### config.mk
export PLATFORM = sky130hd
export DESIGN_NAME = inv_ring_meter
export DESIGN_NICKNAME = d
export VERILOG_FILES = /design/src/rtl/inv_ring_meter_pkg.sv /design/src/rtl/inv_ring_meter_sync.sv /design/src/rtl/inv_ring_meter.sv
export SDC_FILE = /design/constraint.sdc
export NUM_CORES = 1
export LEC_CHECK = 0
export ABC_AREA = 1
export BUFFER_PORTS_ARGS = -buffer_cell sky130_fd_sc_hd__buf_4
export CAP_MARGIN = 20
export CORE_MARGIN = 10
export CORE_UTILIZATION = 33
export DETAILED_ROUTE_END_ITERATION = 10
export HOLD_SLACK_MARGIN = 0.05
export PLACE_DENSITY_LB_ADDON = 0.3
export SYNTH_ARGS = -nofsm -noshare
export SYNTH_HDL_FRONTEND = slang
export SYNTH_SLANG_ARGS = --single-unit
### constraint.sdc
create_clock -name ck -period 4.2 [get_ports ck]
set_clock_uncertainty 0.15 [all_clocks]
set_input_delay 0.63 -clock ck [delete_from_list [all_inputs] [get_ports ck]]
set_output_delay 0.63 -clock ck [all_outputs]
set_load 0.02 [all_outputs]
### src/rtl/inv_ring_meter_pkg.sv
// Package: inv_meter_pkg
// Shared types and constants for the inverter ring frequency meter.
//   meter_state_e  : measurement sequencer states (2-bit)
//   settle_cycles  : cycles spent in SETTLE for a given synchroniser depth
//   *_DEF          : default widths used by the top level
package inv_meter_pkg;

  localparam int WIN_W_DEF       = 16;
  localparam int CNT_W_DEF       = 20;
  localparam int SYNC_STAGES_DEF = 2;

  typedef enum logic [1:0] {
    IDLE    = 2'd0,
    SETTLE  = 2'd1,
    MEASURE = 2'd2,
    DONE    = 2'd3
  } meter_state_e;

  // One extra cycle beyond the synchroniser depth so the edge-detect
  // register also holds a flushed sample before counting begins.
  function automatic int settle_cycles(input int sync_stages);
    return sync_stages + 1;
  endfunction

  localparam int SETTLE_CYCLES = settle_cycles(SYNC_STAGES_DEF);

endpackage

### src/rtl/inv_ring_meter_sync.sv
// Module: bit_sync
// Plain flop chain bringing an asynchronous level into the ck domain.
// Reset only makes simulation deterministic; function does not rely on it.
// Ports:
//   ck  in  clock
//   rst in  synchronous reset, active-high
//   d   in  asynchronous input
//   q   out synchronised output (STAGES cycles latency)
module bit_sync #(
  parameter int STAGES = 2
) (
  input  logic ck,
  input  logic rst,
  input  logic d,
  output logic q
);

  logic [STAGES-1:0] sync_q;
  logic [STAGES-1:0] sync_d;

  always_comb begin
    sync_d = {sync_q[STAGES-2:0], d};
  end

  always_ff @(posedge ck) begin
    if (rst) sync_q <= '0;
    else     sync_q <= sync_d;
  end

  assign q = sync_q[STAGES-1];

endmodule

### src/rtl/inv_ring_meter.sv
// Module: inv_ring_meter
// Enables an inverter ring oscillator, synchronises its tap and counts rising
// edges over a programmable window of ck cycles.
// Ports:
//   ck       in   clock
//   rst      in   synchronous reset, active-high
//   start    in   measurement request, accepted only in IDLE
//   win_len  in   window length in ck cycles, sampled on acceptance
//   ring_in  in   asynchronous ring tap
//   ring_en  out  ring enable (1 = oscillate)
//   busy     out  high from acceptance through the done cycle
//   done     out  one-cycle pulse, count/ovf valid
//   count    out  saturating rising-edge count of last window
//   ovf      out  count saturated during last measurement
//
// state   | meaning
// IDLE    | waiting for start; count/ovf hold last result
// SETTLE  | ring running, synchroniser flushing, edges ignored
// MEASURE | counting synchronised rising edges for win_len cycles
// DONE    | done pulse, ring stopped
module inv_ring_meter
  import inv_meter_pkg::*;
#(
  parameter int WIN_W       = WIN_W_DEF,
  parameter int CNT_W       = CNT_W_DEF,
  parameter int SYNC_STAGES = SYNC_STAGES_DEF
) (
  input  logic             ck,
  input  logic             rst,
  input  logic             start,
  input  logic [WIN_W-1:0] win_len,
  input  logic             ring_in,
  output logic             ring_en,
  output logic             busy,
  output logic             done,
  output logic [CNT_W-1:0] count,
  output logic             ovf
);

  // Shared settle/window timer; at least 2 bits so the settle preload fits.
  localparam int TMR_W = (WIN_W > 2) ? WIN_W : 2;
  localparam logic [TMR_W-1:0] SETTLE_LOAD = TMR_W'(settle_cycles(SYNC_STAGES) - 1);

  meter_state_e     state_q, state_d;
  logic [TMR_W-1:0] tmr_q, tmr_d;
  logic [WIN_W-1:0] win_q, win_d;
  logic [CNT_W-1:0] cnt_q, cnt_d;
  logic             ovf_q, ovf_d;
  logic             ring_en_q, ring_en_d;
  logic             s_q, s_d;
  logic             s_sync;
  logic             rise;
  logic             tmr_zero;

  bit_sync #(.STAGES(SYNC_STAGES)) u_sync (
    .ck  (ck),
    .rst (rst),
    .d   (ring_in),
    .q   (s_sync)
  );

  always_comb begin
    state_d  = state_q;
    tmr_d    = tmr_q;
    win_d    = win_q;
    cnt_d    = cnt_q;
    ovf_d    = ovf_q;
    // s_q tracks the synchronised level every cycle, so on MEASURE entry it
    // already holds the previous level and a steady high is not an edge.
    s_d      = s_sync;
    rise     = s_sync & ~s_q;
    tmr_zero = (tmr_q == '0);

    case (state_q)
      IDLE: begin
        if (start) begin
          win_d   = win_len;
          cnt_d   = '0;
          ovf_d   = 1'b0;
          tmr_d   = SETTLE_LOAD;
          state_d = SETTLE;
        end
      end
      SETTLE: begin
        if (tmr_zero) begin
          if (win_q == '0) begin
            state_d = DONE;
          end else begin
            tmr_d   = TMR_W'(win_q) - TMR_W'(1);
            state_d = MEASURE;
          end
        end else begin
          tmr_d = tmr_q - TMR_W'(1);
        end
      end
      MEASURE: begin
        if (rise) begin
          if (cnt_q != '1) cnt_d = cnt_q + CNT_W'(1);
          else             ovf_d = 1'b1;
        end
        if (tmr_zero) state_d = DONE;
        else          tmr_d   = tmr_q - TMR_W'(1);
      end
      DONE: begin
        state_d = IDLE;
      end
      default: begin
        state_d = IDLE;
      end
    endcase

    // Registered so the analog enable never sees decode glitches.
    ring_en_d = (state_d == SETTLE) || (state_d == MEASURE);
  end

  always_ff @(posedge ck) begin
    if (rst) begin
      state_q   <= IDLE;
      tmr_q     <= '0;
      win_q     <= '0;
      cnt_q     <= '0;
      ovf_q     <= 1'b0;
      ring_en_q <= 1'b0;
      s_q       <= 1'b0;
    end else begin
      state_q   <= state_d;
      tmr_q     <= tmr_d;
      win_q     <= win_d;
      cnt_q     <= cnt_d;
      ovf_q     <= ovf_d;
      ring_en_q <= ring_en_d;
      s_q       <= s_d;
    end
  end

  assign ring_en = ring_en_q;
  assign busy    = (state_q != IDLE);
  assign done    = (state_q == DONE);
  assign count   = cnt_q;
  assign ovf     = ovf_q;

endmodule

Word level (Yosys, flattened, before mapping)
Cells that the tools add are included.
- output and inout port bits: 24
- word-level logic and storage cells: 54
- input bits: 20
- register bits after elaboration: 59
- $add $sub $neg: 3
- equality and inequality tests: 12
- bitwise logic cells: 2
- reduce and logical (&&, ||, !) cells: 11
- multiplexer cells: 18
- operators with widths (cell ; count):
    2-to-1 mux 16 bit ; 4
    2-to-1 mux 20 bit ; 3
    one-hot mux 16 bit (3 select lines) ; 1
    one-hot mux 20 bit (2 select lines) ; 1
    logical NOT 16 bit ; 2
    subtractor 16 x 1 -> 16 bit, second input constant ; 2
    adder 20 x 1 -> 20 bit, second input constant ; 1
    != test 20 bit, second input constant ; 1
    AND reduction 4 bit ; 3
    != test 2 bit, second input constant ; 5
    one-hot mux 2 bit (4 select lines) ; 1
    == test 2 bit, second input constant ; 3
    2-to-1 mux 2 bit ; 3
    == test 2 x 1 -> 1 bit, second input constant ; 2
    2-to-1 mux 1 bit ; 4
    nonzero test 2 bit ; 2
    != test 3 bit, second input constant ; 1
    nonzero test 3 bit ; 1
    logical NOT 2 bit ; 1
    one-hot mux 1 bit (2 select lines) ; 1
    AND reduction 2 bit ; 1
    AND 1 bit ; 1
    logical OR 1 bit ; 1
    inverter 1 bit ; 1

Logic depth before layout (Yosys ltp)
Gate-level depths: netlist of run 1.
- word-level depth: 6
- depth in mapped cells: 13
- depth with buffers taken out: 13

By module
Synthesis of run 1 repeated with hierarchy kept, for this count alone.
- cells, all modules: 586
- area, all modules: 3811.2 um^2
- modules (own cells, without submodules) (module ; times used ; sequential area each (um^2) ; cells an instance ; area each (um^2)):
    inv_ring_meter ; 1 ; 1141.1 ; 580 ; 3756.1
    bit_sync ; 1 ; 40.0 ; 6 ; 55.1

Least setup slack after synthesis of run 1
OpenSTA, ideal clock, no wires.
- path type: reg2reg
- from: register cnt_q[0] (netlist: count[0])
- to: register cnt_q[17] (netlist: count[17])
- path buffers: 1
- clock period less this slack: 2071 ps
- slack: 2129 ps
- arrival: 1851 ps
- cell stages (with the launch flop): 11
- setup time: 70 ps
- required time: 3980 ps
- cells stage by stage: dfxtp_1 -> ha_1 -> nand2_2 -> nor3_4 -> nand4_2 -> nor2_4 -> nand2_4 -> nand2_4 -> buf_12 -> nand2_2 -> a21oi_2
- cells in the longest elaborated chain, start to end: 4
- elaborated cells between the ends (all ways): 7
- classes of those cells: 1 x add/sub; 2 x eq/ne; 3 x mux; 1 x reduce/logical
- ends and longest elaborated chain (what ; RTL line ; text):
    start, declared ; inv_ring_meter.sv:47 ; logic [CNT_W-1:0] cnt_q, cnt_d;
    start signal, assigned ; inv_ring_meter.sv:129 ; cnt_q <= cnt_d;
    adder 20 x 1 -> 20 bit ; inv_ring_meter.sv:98 ; if (cnt_q != '1) cnt_d = cnt_q + CNT_W'(1);
    2-to-1 mux 20 bit ; inv_ring_meter.sv:98 ;
    2-to-1 mux 20 bit ; inv_ring_meter.sv:97 ; if (rise) begin
    one-hot mux 20 bit (2 select lines) ; inv_ring_meter.sv:74 ; case (state_q)
Several ways; a longest one is shown, not always the timed one. The select of a mux whose other input is x is not followed.
A chain may end at the register's enable or synchronous reset.

Worst setup path in the final report of run 1
- from: register state_q[0]
- to: register tmr_q[2]
- cells in the longest elaborated chain, start to end: 3
- elaborated cells between the ends (all ways): 9
- classes of those cells: 5 x eq/ne; 1 x mux; 3 x reduce/logical
- ends and longest elaborated chain (what ; RTL line ; text):
    start, declared ; inv_ring_meter.sv:44 ; meter_state_e state_q, state_d;
    start signal, assigned ; inv_ring_meter.sv:126 ; state_q <= state_d;
    == test 2 x 1 -> 1 bit, or another cell as far along ; inv_ring_meter.sv:74 ;
    != test 3 bit (no line), or another cell as far along ; -- ;
    AND reduction 4 bit (no line) ; -- ;
    end signal, assigned ; inv_ring_meter.sv:127 ; tmr_q <= tmr_d;
    end, declared ; inv_ring_meter.sv:45 ; logic [TMR_W-1:0] tmr_q, tmr_d;
Several ways; a longest one is shown, not always the timed one.

==> reports/metrics.cfg, run 1 <==
[worst_hold_path]
hold_path_end=u_sync.sync_q[1]$_SDFF_PP0_
holdPathStages=2
hp-class=reg -> reg
hold_start=u_sync.sync_q[0]$_SDFF_PP0_

[clock_tree]
post_cts_buffers=0
cts_buffers=9
cts_tree=built
clockBufferDepth=2
cts_hold_buf=0
cts_htree_levels=3
clk_pin_slew_worst_paths_ps=50
cts_sinks=59
cts-root-buf=clkbuf_16
clock_latency_ps=330
cts_resized=0

[timing]
fin_crit_ps=3056
post-route-period-util_pct=72.76
slew_headroom_pct=48.94
worstMarginPinSlew_ps=765.8
slew_viol_final=0
tns_ps=0
max_freq_mhz=327.2
final_hold_viol_count=0
rsz0062_at_grt=no
setup_viol=0

[yosys]
syn_inst=613
ys_top_cells_by_area=dfxtp_1, nand2_1, nor2_1
ys_ff_latch=59
synth_area_leader_cell=dfxtp_1
ys_warn_count=0
seq_area_frac_synth_pct=30.56
ys_types=31
syn_nets=642
synth_area_um2=3865
synth_top_area_share_pct=30.56
syn_avg_cell_area_um2=6.305

[critical_path]
r2r_cells=9
max_stage_delay_ps=580
r2r-end=tmr_q[2]$_SDFFE_PP0P_
crit_fanout=22
critPathKind=reg -> reg
worstPathArrival_ps=3160
r2r_setup_slack_ps=1140
cp_cell_sequence=inv_1 -> ha_1 -> inv_1 -> nand2_1 -> nand2_1 -> nand2_2 -> nor2_2 -> nand2_1 -> a21oi_1
crit_path_frequent_cell=nand2_1
endpoint_kind=register
crit_family=simple AND/OR/NAND/NOR gates
startpoint_type=register
required_ps=4300
cpMaxStageDelayCell=nor2_2
r2r_start=state_q[0]$_SDFF_PP0_
crit_buf_inv=2

[global_route]
grt_remaining_overflow=0
grt_usage_pct=13.24
grt_max_degree=42
antenna_found_initial=0
grt_pass1_wl_mm=18.05
grt_pass1_vias=3775

[pwr]
finalPower_mw=2.616
power_leakage_nw=1.988
power.density_nw_per_um2=574.8
max-vdd-ir-drop_mv=0.1836

[finish]
n_antenna_cell=0
most-common-layout-cells=nand2_1, nor2_1, inv_1, dfxtp_1, buf_4
nets=679
synthToLayoutAreaGrowth_pct=17.77
final_common_cell=nand2_1
drive_gt1_share_pct=13.44

[place]
port_buffers=43
hpwl_mm=7.976
gp_congestion=0.9511

[floorplan]
pin_count=44
dieArea_um2=16440
die_h_um=128.2
core_area_um2=11470
rows=39
die_x_um=128.2
start_util_pct=33.70

[routing]
ant_nets=0
routed_wl_mm=10.67
vias=3882
dr.pass1.iters=5
vias_per_cell=4.865
drtIter0Drc=178
remaining_drc_errors=0
routedWlPerCell_um=13.37

[outcome]
status=finished clean

[flow_run]
cap_viol_max_count=0

-- final cells by class --
| cell class | count | area [µm²] |
|---|---|---|
| clock buffers | 14 | 264.0 |
| clock inverters | 2 | 10.01 |
| fillers | 1201 | 6915 |
| inverters | 62 | 232.7 |
| multi-input cells | 474 | 2355 |
| flip-flops and latches | 59 | 1181 |
| well taps | 143 | 178.9 |
| repair buffers | 44 | 330.3 |
-- stage by stage --
step,util (%),setup WS [ps],hold slack (ps),std cells,cell area [µm²]
after floorplan,-,2129,238.3,613,3865
after global routing,39.69,799.5,277.9,798,4552
final,39.69,1144,252.0,798,4552
after detailed placement,37.31,1177,248.6,782,4278
after CTS,39.69,1150,253.2,798,4552
after global placement,37.31,1346,249.4,782,4278
-- power breakdown --
part	leakage, nW	switching (mW)	internal [mW]
Sequential	0.481	0.0743	0.632
Clock	0.137	0.250	0.429
Combinational	1.37	0.833	0.398
Total	1.99	1.16	1.46
-- routing by layer --
metal	vias to the layer above	share of wire [%]	track usage (%)
met4	0	1.6	4.967
li1	2013	-	-
met2	63	47	21.42
met3	13	4.0	3.722
met1	1793	47	16.26
met5	-	0	0
-- how the worst max path moves through the flow --
stage                                   endpoint  cells after the start                  start  slack [ps]
after floorplan           count[17]$_SDFFE_PP0P_                     10  count[0]$_SDFFE_PP0P_        2130
after global placement    tmr_q[15]$_SDFFE_PP0P_                      9  state_q[0]$_SDFF_PP0_        1350
after detailed placement  tmr_q[15]$_SDFFE_PP0P_                      9  state_q[0]$_SDFF_PP0_        1180
after CTS                 tmr_q[15]$_SDFFE_PP0P_                      9  state_q[0]$_SDFF_PP0_        1150
after global routing      tmr_q[15]$_SDFFE_PP0P_                      9  state_q[0]$_SDFF_PP0_         800
final                      tmr_q[2]$_SDFFE_PP0P_                      9  state_q[0]$_SDFF_PP0_        1140
-- synthesized netlist by cell type --
cell,number
nand2_1,171
nor2_1,104
inv_1,62
dfxtp_1,59
a21oi_1,40
o21ai_0,37
nand3_1,28
xor2_1,27
nand2_2,12
a21oi_2,10
clkbuf_1,10
ha_1,9
nand4_1,9
xnor2_1,7
nor3_1,6
buf_2,3
nor2_4,3
buf_4,2
nand2_4,2
a211oi_1,1
a21o_1,1
and2_1,1
buf_1,1
buf_12,1
clkbuf_2,1
nand3_2,1
nand4_2,1
nor2_2,1
nor3_4,1
nor3b_1,1
o211ai_1,1
-- flip-flops by register name, indices dropped and copies added (netlist names) --
name / cells
u_sync.sync_q: 2
ovf: 1
state_q: 2
count: 20
s_q: 1
tmr_q: 16
ring_en: 1
win_q: 16
-- cells by family (layout without fill, tap and decap cells) --
family          after synthesis  in the layout  synth area share [%]
simple gates                341            341                 37.49
compound gates               90             90                 12.82
buf+inv                      80            122                 8.514
flops                        59             59                 30.56
xor+xnor                     34             34                 7.705
fa+ha+maj                     9              9                 2.914
-- worst reg2reg max path: stages (launching register included) --
cell     delay [ps]
dfxtp_1         440
inv_1           140
ha_1            390
inv_1           570
nand2_1         120
nand2_1         120
nand2_2         220
nor2_2          580
nand2_1         110
a21oi_1         150
(Power assumes the default switching activity.)
==> inputs of run 2 (changes only) <==
clock period = 2.8 ns   (was 4.2 ns; I/O delays follow)
==> run 2 against run 1 <==
Routed wire length is 0.25% lower. Via count is 0.23% lower. Maximum frequency is 23% higher.
==> reports/metrics.cfg, run 2 (synthesized netlist as in run 1, its figures left out) <==
[outcome]
status=finished clean

[place]
dp_slack_ps=189.8  ; -987.3 ps
placed_cell_area_um2=4300  ; +0.53%
port_buffers=43  ; unchanged
hpwl_mm=7.904  ; -0.90%
place_inst=785  ; +0.38%
gp_congestion=0.8759  ; -7.9%

[finish]
drive_gt1_share_pct=13.83  ; +0.39 points
finish.instance_area_um2=4616  ; +1.4%
synthToLayoutAreaGrowth_pct=19.42
largest_reg_flops=20  ; unchanged
finalNonFillerCells=801  ; +0.38%
final_common_cell=nand2_1
nets=682  ; +0.44%
most-common-layout-cells=nand2_1, nor2_1, inv_1, dfxtp_1, buf_4
n_antenna_cell=0  ; unchanged

[clock_tree]
clk_pin_slew_worst_paths_ps=50  ; about the same
cts_buffers=9  ; unchanged
cts_sinks=59  ; unchanged
cts_tree=built
clockBufferDepth=2  ; unchanged
cts_htree_levels=3  ; unchanged
cts-root-buf=clkbuf_16
cts_hold_buf=0  ; unchanged
clock_latency_ps=330  ; about the same

[critical_path]
crit_family=simple AND/OR/NAND/NOR gates
startpoint_type=register
endpoint_kind=register
crit_fanout=15  ; -32%
crit_path_frequent_cell=nand2_1
max_stage_delay_ps=530  ; -50 ps
worstPathArrival_ps=2600  ; -560 ps
required_ps=2900  ; -1400 ps
cp_cell_sequence=inv_1 -> ha_1 -> inv_1 -> nand2_1 -> nand2_1 -> nand2_2 -> nor2_2 -> nand2_1 -> a21oi_1
critPathKind=reg -> reg
crit_buf_inv=2  ; unchanged
cpMaxStageDelayCell=nor2_2

[pwr]
power_frac_seq_pct=26.1  ; -0.9 points
power.density_nw_per_um2=880.1  ; +53%
clockPowerShare_pct=28.2  ; +2.3 points
sw_frac_of_total_pct=42.88  ; -1.3 points
max-vdd-ir-drop_mv=0.3519  ; +92%
internal_power_mw=2.321  ; +59%
p_switching_mw=1.742  ; +51%
power_leakage_nw=2.017  ; +1.5%
comb_power_share_pct=45.7  ; -1.3 points

[routing]
routed_wl_mm=10.65  ; -0.25%
vias=3873  ; -0.23%
vias_per_cell=4.835  ; -0.61%
remaining_drc_errors=0  ; unchanged
dr.pass1.iters=5  ; unchanged
drtIter0Drc=195  ; +9.6%
ant_nets=0  ; unchanged
routedWlPerCell_um=13.29  ; -0.63%

[flow_run]
cap_viol_max_count=0  ; unchanged

[timing]
setup_ws_ps=306.2  ; -837.9 ps
post-route-period-util_pct=89.06  ; +16 points
final_hold_viol_count=0  ; unchanged
rsz0062_at_grt=no
setup_viol=0  ; unchanged
worstMarginPinSlew_ps=690.7  ; -75.16 ps
slew_viol_final=0  ; unchanged
max_freq_mhz=401.0  ; +23%
tns_ps=0  ; unchanged
slew_headroom_pct=53.91  ; +5.0 points
fin_crit_ps=2494  ; -562.1 ps
holdWs_ps=143.8  ; -108.2 ps

[global_route]
antenna_found_initial=0  ; unchanged
grt_usage_pct=13.05  ; -0.18 points
grt_pass1_vias=3730  ; -1.2%
grt_max_degree=41  ; -2.4%
grt_pass1_wl_mm=17.76  ; -1.6%
grt_remaining_overflow=0  ; unchanged

[floorplan]
start_util_pct=33.70  ; unchanged
pin_count=44  ; unchanged
die_h_um=128.2  ; unchanged
rows=39  ; unchanged
core_area_um2=11470  ; unchanged
dieArea_um2=16440  ; unchanged
die_x_um=128.2  ; unchanged

[worst_hold_path]
hp-class=in -> reg

==> run 2: changes by cell type in the layout (fill, tap and decap cells not counted) <==
cell / before / now
clkinv_2: 2 / 0
a21oi_2: 10 / 9
a21oi_4: 0 / 1
bufinv_16: 0 / 1
clkbuf_8: 2 / 3
buf_4: 44 / 47
==> run 2: worst paths after layout <==
kind,startpoint,end,slack [ps],depth (start not counted)
worst max register to register,state_q[0]$_SDFF_PP0_,tmr_q[12]$_SDFFE_PP0P_,310,9
worst min-delay path,ring_in,u_sync.sync_q[0]$_SDFF_PP0_,140,3
worst max-delay path,state_q[0]$_SDFF_PP0_,tmr_q[12]$_SDFFE_PP0P_,310,9
worst min register to register,u_sync.sync_q[0]$_SDFF_PP0_,u_sync.sync_q[1]$_SDFF_PP0_,250,2
==> run 2: area by class of cell <==
cell class	instances	area, µm²
inverters	62	232.7
flip-flops and latches	59	1181
well taps	143	178.9
clock buffers	15	277.8
multi-input cells	474	2362
repair buffers	47	352.8
fillers	1230	6852
clock inverters	1	30.03
==> run 2: per-layer routing <==
layer	global-route usage, %	share of wire (%)	up-vias
li1	-	-	2007
met2	20.40	46	78
met4	5.497	2.1	0
met3	3.143	4.8	19
met5	0	0	-
met1	16.72	47	1769
==> run 2: worst min-delay path, stage by stage <==
cell and delay (ps):
buf_4 80, inv_1 30, nor2_1 60
==> run 2: what timing repair did <==
item,4_1_cts,5_1_grt
gates resized for setup,0,1
setup buffers,0,0
endpoints found under the setup margin,0,17
endpoints found under the hold margin,0,0
==> run 2: power groups by stage <==
| stage | logic, mW | registers (mW) | clock network, mW |
|---|---|---|---|
| 6_report | 1.85 | 1.06 | 1.15 |
| 5_1_grt | 2.10 | 1.08 | 1.20 |
| 4_1_cts | 1.84 | 1.06 | 1.17 |
| 3_5_place_dp | 1.82 | 1.08 | 0 |
| 3_3_place_gp | 1.83 | 1.07 | 0 |
| 2_1_floorplan | 1.42 | 1.06 | 0 |
==> run 2: metrics by stage <==
step                power (mW)  utilization (%)
detailed placement       2.900            37.50
global placement         2.899            37.50
floorplan                2.482                -
global route             4.383            40.25
CTS                      4.069            40.19
finish                   4.062            40.25
